**config.mk**
```make
export PLATFORM = sky130hd
export DESIGN_NAME = ws_pe_ctrl
export DESIGN_NICKNAME = d
export VERILOG_FILES = /design/src/rtl/ws_pe_pkg.sv /design/src/rtl/ws_pe_cnt.sv /design/src/rtl/ws_pe_ctrl.sv
export SDC_FILE = /design/constraint.sdc
export NUM_CORES = 1
export LEC_CHECK = 0
export CAP_MARGIN = 20
export CELL_PAD_IN_SITES_DETAIL_PLACEMENT = 0
export CELL_PAD_IN_SITES_GLOBAL_PLACEMENT = 1
export CORE_UTILIZATION = 38
export DETAILED_ROUTE_END_ITERATION = 8
export PLACE_DENSITY = 0.86
export SYNTH_ARGS = -nofsm -noshare
export SYNTH_HDL_FRONTEND = slang
export SYNTH_SLANG_ARGS = --single-unit
```
**constraint.sdc**
```tcl
create_clock -name sys_clk -period 2.3 [get_ports sys_clk]
set_input_delay 0.46 -clock sys_clk [delete_from_list [all_inputs] [get_ports sys_clk]]
set_output_delay 0.46 -clock sys_clk [all_outputs]
set_load 0.005 [all_outputs]
```
**src/rtl/ws_pe_pkg.sv**
```systemverilog
// Shared state encoding and constants for the weight-stationary PE row controller.
package ws_pe_pkg;

  typedef enum logic [2:0] {
    S_IDLE,
    S_LOAD_W,
    S_FILL,
    S_RUN,
    S_ROW_END,
    S_DONE
  } state_e;

  localparam int DW    = 10;
  localparam int K_DEF = 3;

endpackage

```
**src/rtl/ws_pe_cnt.sv**
```systemverilog
// Up-counter with synchronous clear, count enable, wrap at MAX and terminal flag.
module ws_pe_cnt #(
  parameter int W   = 4,
  parameter int MAX = 7
) (
  input  logic         clk,
  input  logic         rst_n,
  input  logic         clr,
  input  logic         en,
  output logic [W-1:0] cnt,
  output logic         term
);

  localparam logic [W-1:0] MAX_V = W'(MAX);

  logic [W-1:0] cnt_q, cnt_d;

  always_comb begin
    cnt_d = cnt_q;
    if (clr) begin
      cnt_d = '0;
    end else if (en) begin
      cnt_d = (cnt_q == MAX_V) ? '0 : cnt_q + 1'b1;
    end
  end

  always_ff @(posedge clk or negedge rst_n) begin
    if (!rst_n) begin
      cnt_q <= '0;
    end else begin
      cnt_q <= cnt_d;
    end
  end

  assign cnt  = cnt_q;
  assign term = (cnt_q == MAX_V);

endmodule

```
**src/rtl/ws_pe_ctrl.sv**
```systemverilog
// Sequencer for one weight-stationary PE row: weight load, activation streaming, output handshake.
// Optional WS_PE_PERF_EN adds a saturating RUN-stall counter output (stall_cnt).
module ws_pe_ctrl
  import ws_pe_pkg::*;
#(
  parameter int  K        = K_DEF,
  parameter int  IMG_W    = 8,
  parameter int  NUM_ROWS = 6,
  localparam int CW       = $clog2(IMG_W + 1),
  localparam int RW       = $clog2(NUM_ROWS + 1),
  localparam int WAW      = $clog2(K * K)
) (
  input  logic           sys_clk,
  input  logic           sys_rst_n,
  input  logic           start,
  output logic           busy,
  output logic           done,
  input  logic           w_valid,
  output logic           w_ready,
  output logic           w_we,
  output logic [WAW-1:0] w_addr,
  input  logic           act_valid,
  output logic           act_ready,
  output logic           act_shift,
  output logic           acc_clr,
  output logic           acc_en,
  output logic           out_valid,
  input  logic           out_ready,
`ifdef WS_PE_PERF_EN
  output logic [15:0]    stall_cnt,
`endif
  output logic [CW-1:0]  out_col,
  output logic [RW-1:0]  out_row
);

  // One column counter spans the whole row: 0..K-2 is fill, the rest produce pixels.
  localparam logic [CW-1:0] FILL_LAST = CW'(K - 2);
  localparam logic [CW-1:0] RUN_OFS   = CW'(K - 1);

  state_e        state_q, state_d;
  logic          busy_q, busy_d;
  logic          done_q, done_d;
  logic          w_ready_q, w_ready_d;
  logic          acc_clr_q, acc_clr_d;
  logic          out_valid_q, out_valid_d;
  logic [CW-1:0] out_col_q, out_col_d;
  logic [RW-1:0] out_row_q, out_row_d;

  logic [CW-1:0] col_cnt;
  logic [RW-1:0] row_cnt;
  logic          col_term, row_term, w_term;
  logic          in_idle, w_hs, act_hs, out_hold, row_leave;

  assign in_idle   = (state_q == S_IDLE);
  assign w_hs      = w_valid & w_ready_q;
  assign out_hold  = out_valid_q & ~out_ready;
  assign row_leave = (state_q == S_ROW_END) & ~out_hold;

  always_comb begin
    act_ready = 1'b0;
    if (state_q == S_FILL) begin
      act_ready = 1'b1;
    end else if (state_q == S_RUN) begin
      act_ready = ~out_valid_q | out_ready;
    end
  end

  assign act_hs    = act_valid & act_ready;
  assign act_shift = act_hs;
  assign acc_en    = act_hs & (state_q == S_RUN);
  assign w_we      = w_hs;

  ws_pe_cnt #(.W(WAW), .MAX(K * K - 1)) u_w_cnt (
    .clk  (sys_clk),
    .rst_n(sys_rst_n),
    .clr  (in_idle),
    .en   (w_hs),
    .cnt  (w_addr),
    .term (w_term)
  );

  ws_pe_cnt #(.W(CW), .MAX(IMG_W - 1)) u_col_cnt (
    .clk  (sys_clk),
    .rst_n(sys_rst_n),
    .clr  (in_idle | (state_q == S_ROW_END)),
    .en   (act_hs),
    .cnt  (col_cnt),
    .term (col_term)
  );

  ws_pe_cnt #(.W(RW), .MAX(NUM_ROWS - 1)) u_row_cnt (
    .clk  (sys_clk),
    .rst_n(sys_rst_n),
    .clr  (in_idle),
    .en   (row_leave),
    .cnt  (row_cnt),
    .term (row_term)
  );

  always_comb begin
    state_d = state_q;
    unique case (state_q)
      S_IDLE:    if (start) state_d = S_LOAD_W;
      S_LOAD_W:  if (w_hs && w_term) state_d = S_FILL;
      S_FILL:    if (act_hs && (col_cnt == FILL_LAST)) state_d = S_RUN;
      S_RUN:     if (act_hs && col_term) state_d = S_ROW_END;
      S_ROW_END: if (!out_hold) state_d = row_term ? S_DONE : S_FILL;
      S_DONE:    state_d = S_IDLE;
      default:   state_d = S_IDLE;
    endcase

    busy_d    = (state_d != S_IDLE);
    done_d    = (state_d == S_DONE);
    w_ready_d = (state_d == S_LOAD_W);
    acc_clr_d = ((state_q == S_IDLE) && (state_d == S_LOAD_W)) ||
                ((state_q != S_ROW_END) && (state_d == S_ROW_END));

    // A pending pixel drops on accept; a new accumulate in the same cycle re-arms it.
    out_valid_d = out_hold;
    out_col_d   = out_col_q;
    out_row_d   = out_row_q;
    if (acc_en) begin
      out_valid_d = 1'b1;
      out_col_d   = col_cnt - RUN_OFS;
      out_row_d   = row_cnt;
    end
  end

  always_ff @(posedge sys_clk or negedge sys_rst_n) begin
    if (!sys_rst_n) begin
      state_q     <= S_IDLE;
      busy_q      <= 1'b0;
      done_q      <= 1'b0;
      w_ready_q   <= 1'b0;
      acc_clr_q   <= 1'b0;
      out_valid_q <= 1'b0;
      out_col_q   <= '0;
      out_row_q   <= '0;
    end else begin
      state_q     <= state_d;
      busy_q      <= busy_d;
      done_q      <= done_d;
      w_ready_q   <= w_ready_d;
      acc_clr_q   <= acc_clr_d;
      out_valid_q <= out_valid_d;
      out_col_q   <= out_col_d;
      out_row_q   <= out_row_d;
    end
  end

  assign busy      = busy_q;
  assign done      = done_q;
  assign w_ready   = w_ready_q;
  assign acc_clr   = acc_clr_q;
  assign out_valid = out_valid_q;
  assign out_col   = out_col_q;
  assign out_row   = out_row_q;

`ifdef WS_PE_PERF_EN
  logic [15:0] stall_cnt_q, stall_cnt_d;

  always_comb begin
    stall_cnt_d = stall_cnt_q;
    if (in_idle && start) begin
      stall_cnt_d = '0;
    end else if ((state_q == S_RUN) && act_valid && !act_ready && (stall_cnt_q != '1)) begin
      stall_cnt_d = stall_cnt_q + 1'b1;
    end
  end

  always_ff @(posedge sys_clk or negedge sys_rst_n) begin
    if (!sys_rst_n) begin
      stall_cnt_q <= '0;
    end else begin
      stall_cnt_q <= stall_cnt_d;
    end
  end

  assign stall_cnt = stall_cnt_q;
`endif

endmodule

```
# Word level (Yosys, flattened, before mapping)
# Index checks and enable logic that the tools add are counted.
# classes
n_bitwise	10
n_mux	19
add_sub_neg	4
eq_ne	12
reduce_logical	11
# ops
op	count
2-to-1 mux 3 bit	9
2-to-1 mux 4 bit	6
one-hot mux 3 bit (5 select lines)	1
== test 3 bit (second input constant)	4
adder 4 x 1 -> 4 bit (second input constant)	2
== test 3 x 1 -> 1 bit (second input constant)	2
== test 3 x 2 -> 1 bit (second input constant)	2
nonzero test 2 bit	3
bitwise AND 1 bit	5
logical AND 1 bit	5
== test 4 x 1 -> 1 bit (second input constant)	1
== test 4 x 3 -> 1 bit (second input constant)	1
== test 4 bit (second input constant)	1
subtractor 4 x 2 -> 4 bit (second input constant)	1
adder 3 x 1 -> 3 bit (second input constant)	1
logical NOT 3 bit	1
2-to-1 mux 1 bit	3
inequality test 3 bit (second input constant)	1
NOT 1 bit	3
nonzero test 3 bit	1
bitwise OR 1 bit	2
logical OR 1 bit	1
# totals
word_cells	67
input_bits	6
ff_bits	26

# Logic depth before layout (Yosys ltp)
# logic_depth
depth_word	11
mapped_depth	6
depth_no_buf	6

# Modules after synthesis
# A second synthesis with hierarchy kept.
# unflattened
cells_unflattened	125
hier_area_um2	1372.6
# modules_own_cells
mod	n_inst	cells_each	area_each_um2
ws_pe_ctrl	1	69	775.7
ws_pe_cnt at u_w_cnt	1	25	236.5
ws_pe_cnt at u_col_cnt	1	19	212.7
ws_pe_cnt at u_row_cnt	1	12	147.6

# Worst setup path before layout
# No wires, ideal clock.
# synth_path
kind	register -> register
start	register u_w_cnt.cnt_q[0] (netlist: u_w_cnt.cnt[0])
end	register busy_q (netlist: busy)
setup_slack_ns	0.251
t_arrival_ns	1.911
path_buffers	0
stages_incl_launch_ff	7
period_less_slack_ns	2.049
setup_ns	0.139
path_cell_list	dfrtp_1 inv_1 ha_1 and3b_2 a2111oi_2 or4_4 or4b_1
# synth_between
elab_chain_len	5
# synth_lines
element	line_no	source
from (decl)	ws_pe_cnt.sv:16	logic [W-1:0] cnt_q, cnt_d;
from (signal assigned)	ws_pe_cnt.sv:31	cnt_q <= cnt_d;
== test 4 bit	ws_pe_cnt.sv:36	assign term = (cnt_q == MAX_V);
logical AND 1 bit	ws_pe_ctrl.sv:104	S_LOAD_W: if (w_hs && w_term) state_d = S_FILL;
2-to-1 mux 3 bit	ws_pe_ctrl.sv:104	
one-hot mux 3 bit (5 select lines)	ws_pe_ctrl.sv:102	unique case (state_q)
via state_d[0]	ws_pe_ctrl.sv:40	state_e state_q, state_d;
nonzero test 3 bit	ws_pe_ctrl.sv:112	busy_d = (state_d != S_IDLE);
via busy_d	ws_pe_ctrl.sv:41	logic busy_q, busy_d;
to (signal assigned)	ws_pe_ctrl.sv:141	busy_q <= busy_d;
to (decl)	ws_pe_ctrl.sv:41	
# The timed path passes the listed nets, and every way through them passes these cells.
# A chain may end at the register's enable or synchronous reset.

# Final worst setup path
# layout_path
start	input act_valid
end	output acc_en
# layout_between
elab_chain_len	2
# layout_lines
element	line_no	source
from (decl)	ws_pe_ctrl.sv:22	input logic act_valid,
bitwise AND 1 bit	ws_pe_ctrl.sv:68	assign act_hs = act_valid & act_ready;
bitwise AND 1 bit	ws_pe_ctrl.sv:70	assign acc_en = act_hs & (state_q == S_RUN);
to (decl)	ws_pe_ctrl.sv:26	output logic acc_en,
# Every way passes these cells.

==> flow_summary.toml <==
[pwr]
ir_drop_uv = 392.6
p_leak_nw = 0.8066
powerDensity_nw_per_um2 = 959.7

[grt]
antenna_found_initial = 0
grt_max_degree = 27
grtUsageTotal_pct = 16.99
grt_pass1_wl_um = 4774
grt_pass1_vias = 1102
globalRouteOverflowTotal = 0

[synth]
syn-num-nets = 154
synth.area.top_cells = "dfrtp_1 (49%), nand2_1 (7.0%), ha_1 (5.6%), a21oi_1 (4.1%), o21ai_0 (3.4%)"
syn_inst = 142
synthTopCellsByCount = "dfrtp_1 (26), nand2_1 (25), nor2_1 (12)"
ys_seq_area_share_pct = 48.73
synth_ff_type = "dfrtp_1"
async_flop_share_pct = 100.0
yosysMostFrequentCell = "dfrtp_1"
synth-edff-count = 0
syn_avg_cell_area_um2 = 9.402
yosysWarnings = 0
syn_area_um2 = 1335
synth-seq-cells = 26
yosysUniqueCellTypes = 38
synth_top_area_share_pct = 48.73
yosys.area.top_type = "dfrtp_1"

[setup_path]
required_ns = 1.84
worstPathMaxFanout = 2
regToRegSetupSlack_ns = 0.13
r2r-end = "busy"
r2r-start = "u_w_cnt.cnt[0]"
arrival_ns = 1.73
r2r_cells = 6
critPathKind = "input port to output pin"
end_kind = "output pin"
startpoint_type = "input port"

[hold_path]
hold_path.class = "register to register"
min-delay-start = "out_row[0]"
worstHoldEndpoint = "out_row[0]"
whs_path_depth = 2

[place]
port_buffers = 25
place_inst = 220
placed_area_um2 = 1698
preCtsSetupSlack_ns = -0.1548
place_congestion = 0.8556
place_hpwl_um = 2186

[final_layout]
nNetsFinal = 191
fin_area_um2 = 1729
stdcell_count = 223
final_layout_size_suffix_gt1_share_pct = 14.69
n_antenna_cell = 0
area_delta_synth_final_pct = 29.52

[route]
wl_met3_um = 83
via_per_inst = 5.076
top_layer = "met4"
totalWireLength_um = 2886
wl_per_cell_um = 12.94
ant_nets = 0
wl_met1_um = 1342
first_iter_violations = 40
firstDrtPassIters = 4
wl_met2_um = 1430
drc = 0
via_count = 1132

[clock_tree]
clk_latency_ns = 0.31
h-tree-depth = 1
cts_hold_buffers = 0
clk_path_buf_depth = 2
clkTransAtPathRegs_ns = 0.14
tritoncts = "done"
root_buffer = "clkbuf_4"
cts.sinks = 26
cts-buffers-inserted = 3

[sta]
rsz0062_at_grt = "false"
slew_viol_final = 0
whs_ns = 0.4948
period_share_pct = 95.39
setup_ws_ns = 0.1060
period_needed_ns = 2.194
hold_violations = 0
max_freq_ghz = 0.4558
skew_ns = 0.004528
relSlewSlack_pct = 70.54
tightest_slew_ns = 0.4403
setup_violations = 0

[die]
die_area_um2 = 3754
die_x_um = 61.27
placementRows = 21
core_um2 = 3363
die_h_um = 61.27
initial_core_util_pct = 39.69
io_pins = 26

[run_status]
status = "finished clean"

[run]
drv_cap = 0
==> flip-flops by register name, indices dropped and copies added (netlist names) <==
signal         flops
acc_clr            1
busy               1
done               1
out_col            4
out_row            3
out_valid          1
state_q            3
u_col_cnt.cnt      4
u_row_cnt.cnt      3
u_w_cnt.cnt        4
w_ready            1
==> metrics by stage <==
step / utilization [%] / power, mW / setup TNS, ns
final: 51.41 / 1.659 / 0
after floorplan: - / 1.098 / 0
after detailed placement: 50.48 / 1.486 / -0.3531
after CTS: 51.19 / 1.680 / 0
after global routing: 51.41 / 1.796 / 0
after global placement: 50.48 / 1.462 / -0.3209
==> cell families after synthesis <==
family	synth area share, %
multiplexers	2.249
XOR/XNOR	1.312
buffers and inverters	5.436
adder cells (fa/ha/maj)	5.623
AND/OR/NAND/NOR	22.87
flip-flops	48.73
AO/OA/AOI/OAI	13.78
==> power breakdown <==
group / switching [mW] / total (mW) / internal [mW]
Sequential: 0.124 / 0.717 / 0.593
Clock: 0.131 / 0.192 / 0.0612
Combinational: 0.331 / 0.750 / 0.419
==> area by class of cell <==
cell class,instances,area (µm²)
well taps,46,57.56
inverters,10,37.54
flip-flops and latches,26,653.1
repair buffers,37,340.3
fillers,346,1634
clock buffers,3,22.52
multi-input cells,101,618.1
==> what timing repair did <==
action / in CTS / in global routing
hold endpoints to repair: 0 / 0
setup buffers: 0 / 0
resized for setup: 3 / 4
gates cloned: 0 / 0
endpoints found under the setup margin: 2 / 1
==> routing by layer <==
metal,vias up,track usage [%]
met5,-,0
met4,0,4.870
met3,4,2.311
met2,21,30.12
met1,549,21.57
li1,558,-
==> layout by cell type (no fill, tap or decap), types with 6 or more instances in the layout <==
cell,count
inv_1,10
o21ai_0,9
ha_1,6
clkdlybuf4s50_1,22
nor2_1,12
dfrtp_1,24
buf_4,12
nand2_1,25
a21oi_1,10
==> how the worst max path moves through the flow <==
stage	cells past startpoint	startpoint	endpoint
6_report	5	act_valid	acc_en
2_1_floorplan	6	u_w_cnt.cnt[0]	busy
5_1_grt	5	act_valid	acc_en
3_3_place_gp	5	out_ready	acc_en
3_5_place_dp	5	act_valid	acc_en
4_1_cts	5	out_ready	act_ready
==> critical path, cell delays in order <==
cell	delay (ns)
clkdlybuf4s50_1	0.50
nand3b_1	0.10
or3_1	0.34
inv_1	0.09
dlygate4sd2_1	0.24
(Power assumes the default switching activity.)
==> RTL change 1, RTL diff (same settings) <==
Change the parameter `IMG_W` from 8 to 4.
--- a/src/rtl/ws_pe_ctrl.sv
+++ b/src/rtl/ws_pe_ctrl.sv
@@ -4,7 +4,7 @@
   import ws_pe_pkg::*;
 #(
   parameter int  K        = K_DEF,
-  parameter int  IMG_W    = 8,
+  parameter int  IMG_W    = 4,
   parameter int  NUM_ROWS = 6,
   localparam int CW       = $clog2(IMG_W + 1),
   localparam int RW       = $clog2(NUM_ROWS + 1),
Ports: changed (resized out_col); port bits go from 26 to 25. The function was not compared with the original's and may differ.
==> RTL change 1 against the unedited design <==
  * Sequential cell count decreased by 2
  * Core utilization grew 1.0 points
  * Non-clock buffer count shrank 5
  * Critical endpoint unchanged
  * Highest routed layer is now met3
  * Cell area decreased by 7.4%
  * First-iteration DRC count fell by 35%
  * Worst setup slack got worse by 0.063 ns
  * Total power fell by 3.0%
  * Area after synthesis decreased by 9.1%
  * Sequential share of layout area fell by 0.19 points
  * Wire length decreased by 12%
  * Maximum frequency down 2.8%
  * Largest power group is now registers
==> RTL change 1: results (changes against the unedited design) <==
Status: finished clean
Flop-to-flop setup slack: 0.44 ns (+0.31 ns)
Grt met1 use: 22.2% (+0.67 points)
Maximum clock rate: 443 MHz (-2.8%)
Crit path arrival time: 1.80 ns (+0.07 ns)
# port buffers: 24 (-4.0%)
Cell variety after synth: 36 (-5.3%)
DP HPWL: 1920 um (-12%)
Hold Path Class: input port to async pin
Cells after synthesis: 121 (-15%)
Share of cells above drive strength 1: 16.3% (+1.7 points)
DR vias/cell: 4.88 (-3.8%)
Cell count after placement: 193 (-12%)
CP max FO: 3 (+1)
Routability Congestion: 0.783 (-8.4%)
Measured slew at the worst slew-check pin: 0.426 ns (-0.0138 ns)
Leakage: 0.749 nW (-7.2%)
RR Startpoint: u_w_cnt.cnt[0]
Detailed Route WL: 2530 um (-12%)
Synth cell count leaders: dfrtp_1 (24), nand2_1 (13), nor2_1 (12), o21ai_0 (12), inv_1 (9)
Hold slack: 0.470 ns (-0.0252 ns)
Peak VDD IR: 0.519 mV (+32%)
Final nets: 164 (-14%)
Clock Skew: 0.0121 ns (+0.00753 ns)
Post-Place Setup Slack: 0.00582 ns (+0.161 ns)
DR iter-0 viols: 26 (-35%)
Largest net degree at the start of global routing: 25 (-7.4%)
Global-route wire length before repair: 4410 um (-7.6%)
Met2 Use GR: 29.6% (-0.57 points)
GRT Resource Usage Total: 17.1% (+0.081 points)
Post-placement cell area: 1540 um^2 (-9.4%)
Met3 GRT Util: 4.40% (+2.1 points)
-- RTL change 1: cell types whose count changed in the layout (fill, tap and decap cells not counted), sizes merged, moves of 3 or more --
cell	delta
nand2	-12
a21oi	-6
a211oi	-3
o21ai	+5
buf	-4
-- RTL change 1: layer usage --
| metal | wire length [um] | up-vias |
|---|---|---|
| li1 | - | 480 |
| met2 | 1230 | 29 |
| met5 | 0 | - |
| met4 | 0 | 0 |
| met1 | 1180 | 453 |
| met3 | 113 | 0 |
-- RTL change 1: worst max-delay path by stage --
stage                        start        end  depth (start not counted)
floorplan           u_w_cnt.cnt[0]       busy                          6
global placement         act_valid  act_shift                          4
detailed placement       act_valid  act_shift                          4
CTS                      out_ready  act_ready                          4
global route             act_valid     acc_en                          5
finish                   act_valid     acc_en                          5
-- RTL change 1: final cells by class --
| type | count | area [um^2] |
|---|---|---|
| Fill cell | 295 | 1450 |
| Inverter | 9 | 33.8 |
| Clock inverter | 1 | 30.0 |
| Multi-Input combinational cell | 84 | 557 |
| Sequential cell | 24 | 602 |
| Timing Repair Buffer | 32 | 302 |
| Clock buffer | 3 | 22.5 |
| Tap cell | 44 | 55.1 |
-- RTL change 1: cell families after synthesis --
logic type	synth area share, %
AOI/OAI and AO/OA	15.9
muxes	4.33
xor gates and xnor gates	0.722
buffers and inverters	5.36
and+or+nand+nor	20.1
DFF	49.5
adders and majority gates	4.12
-- RTL change 1: repair_timing --
item | in CTS | in global routing
cloned | 0 | 0
endpoints found under the setup margin | 1 | 2
pin swaps | 0 | 0
gates resized for setup | 1 | 5
-- RTL change 1: power breakdown --
part           switching [mW]  internal, mW
clock network           0.134         0.176
logic                   0.285         0.356
registers               0.124         0.534
total                   0.543          1.07
==> RTL change 2, RTL diff (same flow settings) <==
Without the edit above. The 6 states of `state_e` get a one-hot encoding in 6 bits.
--- a/src/rtl/ws_pe_pkg.sv
+++ b/src/rtl/ws_pe_pkg.sv
@@ -1,13 +1,13 @@
 // Shared state encoding and constants for the weight-stationary PE row controller.
 package ws_pe_pkg;
 
-  typedef enum logic [2:0] {
-    S_IDLE,
-    S_LOAD_W,
-    S_FILL,
-    S_RUN,
-    S_ROW_END,
-    S_DONE
+  typedef enum logic [5:0] {
+    S_IDLE    = 6'b000001,
+    S_LOAD_W  = 6'b000010,
+    S_FILL    = 6'b000100,
+    S_RUN     = 6'b001000,
+    S_ROW_END = 6'b010000,
+    S_DONE    = 6'b100000
   } state_e;
 
   localparam int DW    = 10;
Function: no difference found for any inputs over 10 cycles, from zero or initial values and one cycle with sys_rst_n low; not proved beyond that.
==> RTL change 2 against the unedited design <==
  * Cell area rose by 18%
  * Total power shrank 2.6%
  * Critical path depth did not move
  * Clock skew up 0.0010 ns
  * Sequential cell count is 3 higher
  * Area after synthesis increased by 14%
  * Global-route usage increased by 1.2 points
  * Worst setup slack got worse by 0.044 ns
  * Sequential share of layout area down 2.1 points
  * Wire length increased by 17%
  * Core utilization is 3.2 points higher
==> RTL change 2: results (changes against the unedited design) <==
Synth Area in XOR/XNOR: 1.16% (-0.16 points)
Multi-In Gates: 113 (+12%)
Min-delay src: out_col[3]
Skew-Pair Late Insertion Delay: 0.28 ns (-0.03 ns)
CTS buffer count: 5 (+2)
Hold EP: out_col[3]
Hold slack: 0.496 ns (+0.00115 ns)
Final Core Density: 54.6% (+3.2 points)
Synthesized net count: 165 (+7.1%)
Detailed Route WL: 3370 um (+17%)
Status: finished clean
DR iter-0 viols: 33 (-18%)
Cell variety after synth: 40 (+5.3%)
Worst r2r path cells: 5 (-1)
Post-synthesis register bit count: 29 (+12%)
Maximum clock rate: 447 MHz (-2.0%)
H-tree Lvls: 2 (+1)
DR vias/cell: 5.13 (+1.0%)
Grt met1 use: 24.1% (+2.5 points)
Core area: 3740 um^2 (+11%)
Met1 wire length: 1580 um (+17%)
Global-route wire length before repair: 5730 um (+20%)
Vias in the first global route: 1219 (+11%)
CP max FO: 4 (+2)
GRT Resource Usage Total: 18.1% (+1.2 points)
Met2 Use GR: 26.3% (-3.8 points)
Final nets: 206 (+7.9%)
DP HPWL: 2380 um (+8.9%)
Post-placement cell area: 1870 um^2 (+9.9%)
Fillcell total: 356 (+2.9%)
Clock buffer cells: 6 (+3)
Leakage: 0.933 nW (+16%)
Signal buffers share of area: 16.2% (-3.5 points)
Largest net degree at the start of global routing: 30 (+11%)
Sequential area share after synthesis: 47.9% (-0.80 points)
Critical Path Source: out_ready
Clock slew at reported path FFs: 0.06 ns (-0.08 ns)
Met3 GRT Util: 5.38% (+3.1 points)
Mux share of post-synthesis cell area: 4.29% (+2.0 points)
==> RTL change 2: cell count changes after synthesis, moves of 3 or more <==
cell | before | now
and2b_1 | 0 | 3
mux2_2 | 0 | 4
nand2_1 | 25 | 21
nor3b_1 | 0 | 4
o21ai_0 | 9 | 13
==> RTL change 2: power by group <==
| group | total, mW | internal, mW | switching (mW) |
|---|---|---|---|
| clock | 0.551 | 0.352 | 0.199 |
| combinational | 0.446 | 0.218 | 0.229 |
| sequential | 0.619 | 0.566 | 0.0532 |
==> RTL change 2: repair_timing <==
action,4_1_cts,5_1_grt
pin swaps,0,3
setup buffers,0,4
gates resized for setup,2,5
endpoints found under the setup margin,3,3
==> RTL change 2: stage by stage <==
stage	std cells	power [mW]
finish	243	1.62
floorplan	153	0.860
global placement	231	1.04
CTS	239	1.62
global route	243	1.71
detailed placement	231	1.05
==> RTL change 2: critical path, cell delays in order <==
cell and delay (ns):
clkdlybuf4s50_1 0.49, nand2b_4 0.15, a21oi_2 0.07, nor2_1 0.10, clkdlybuf4s50_1 0.50
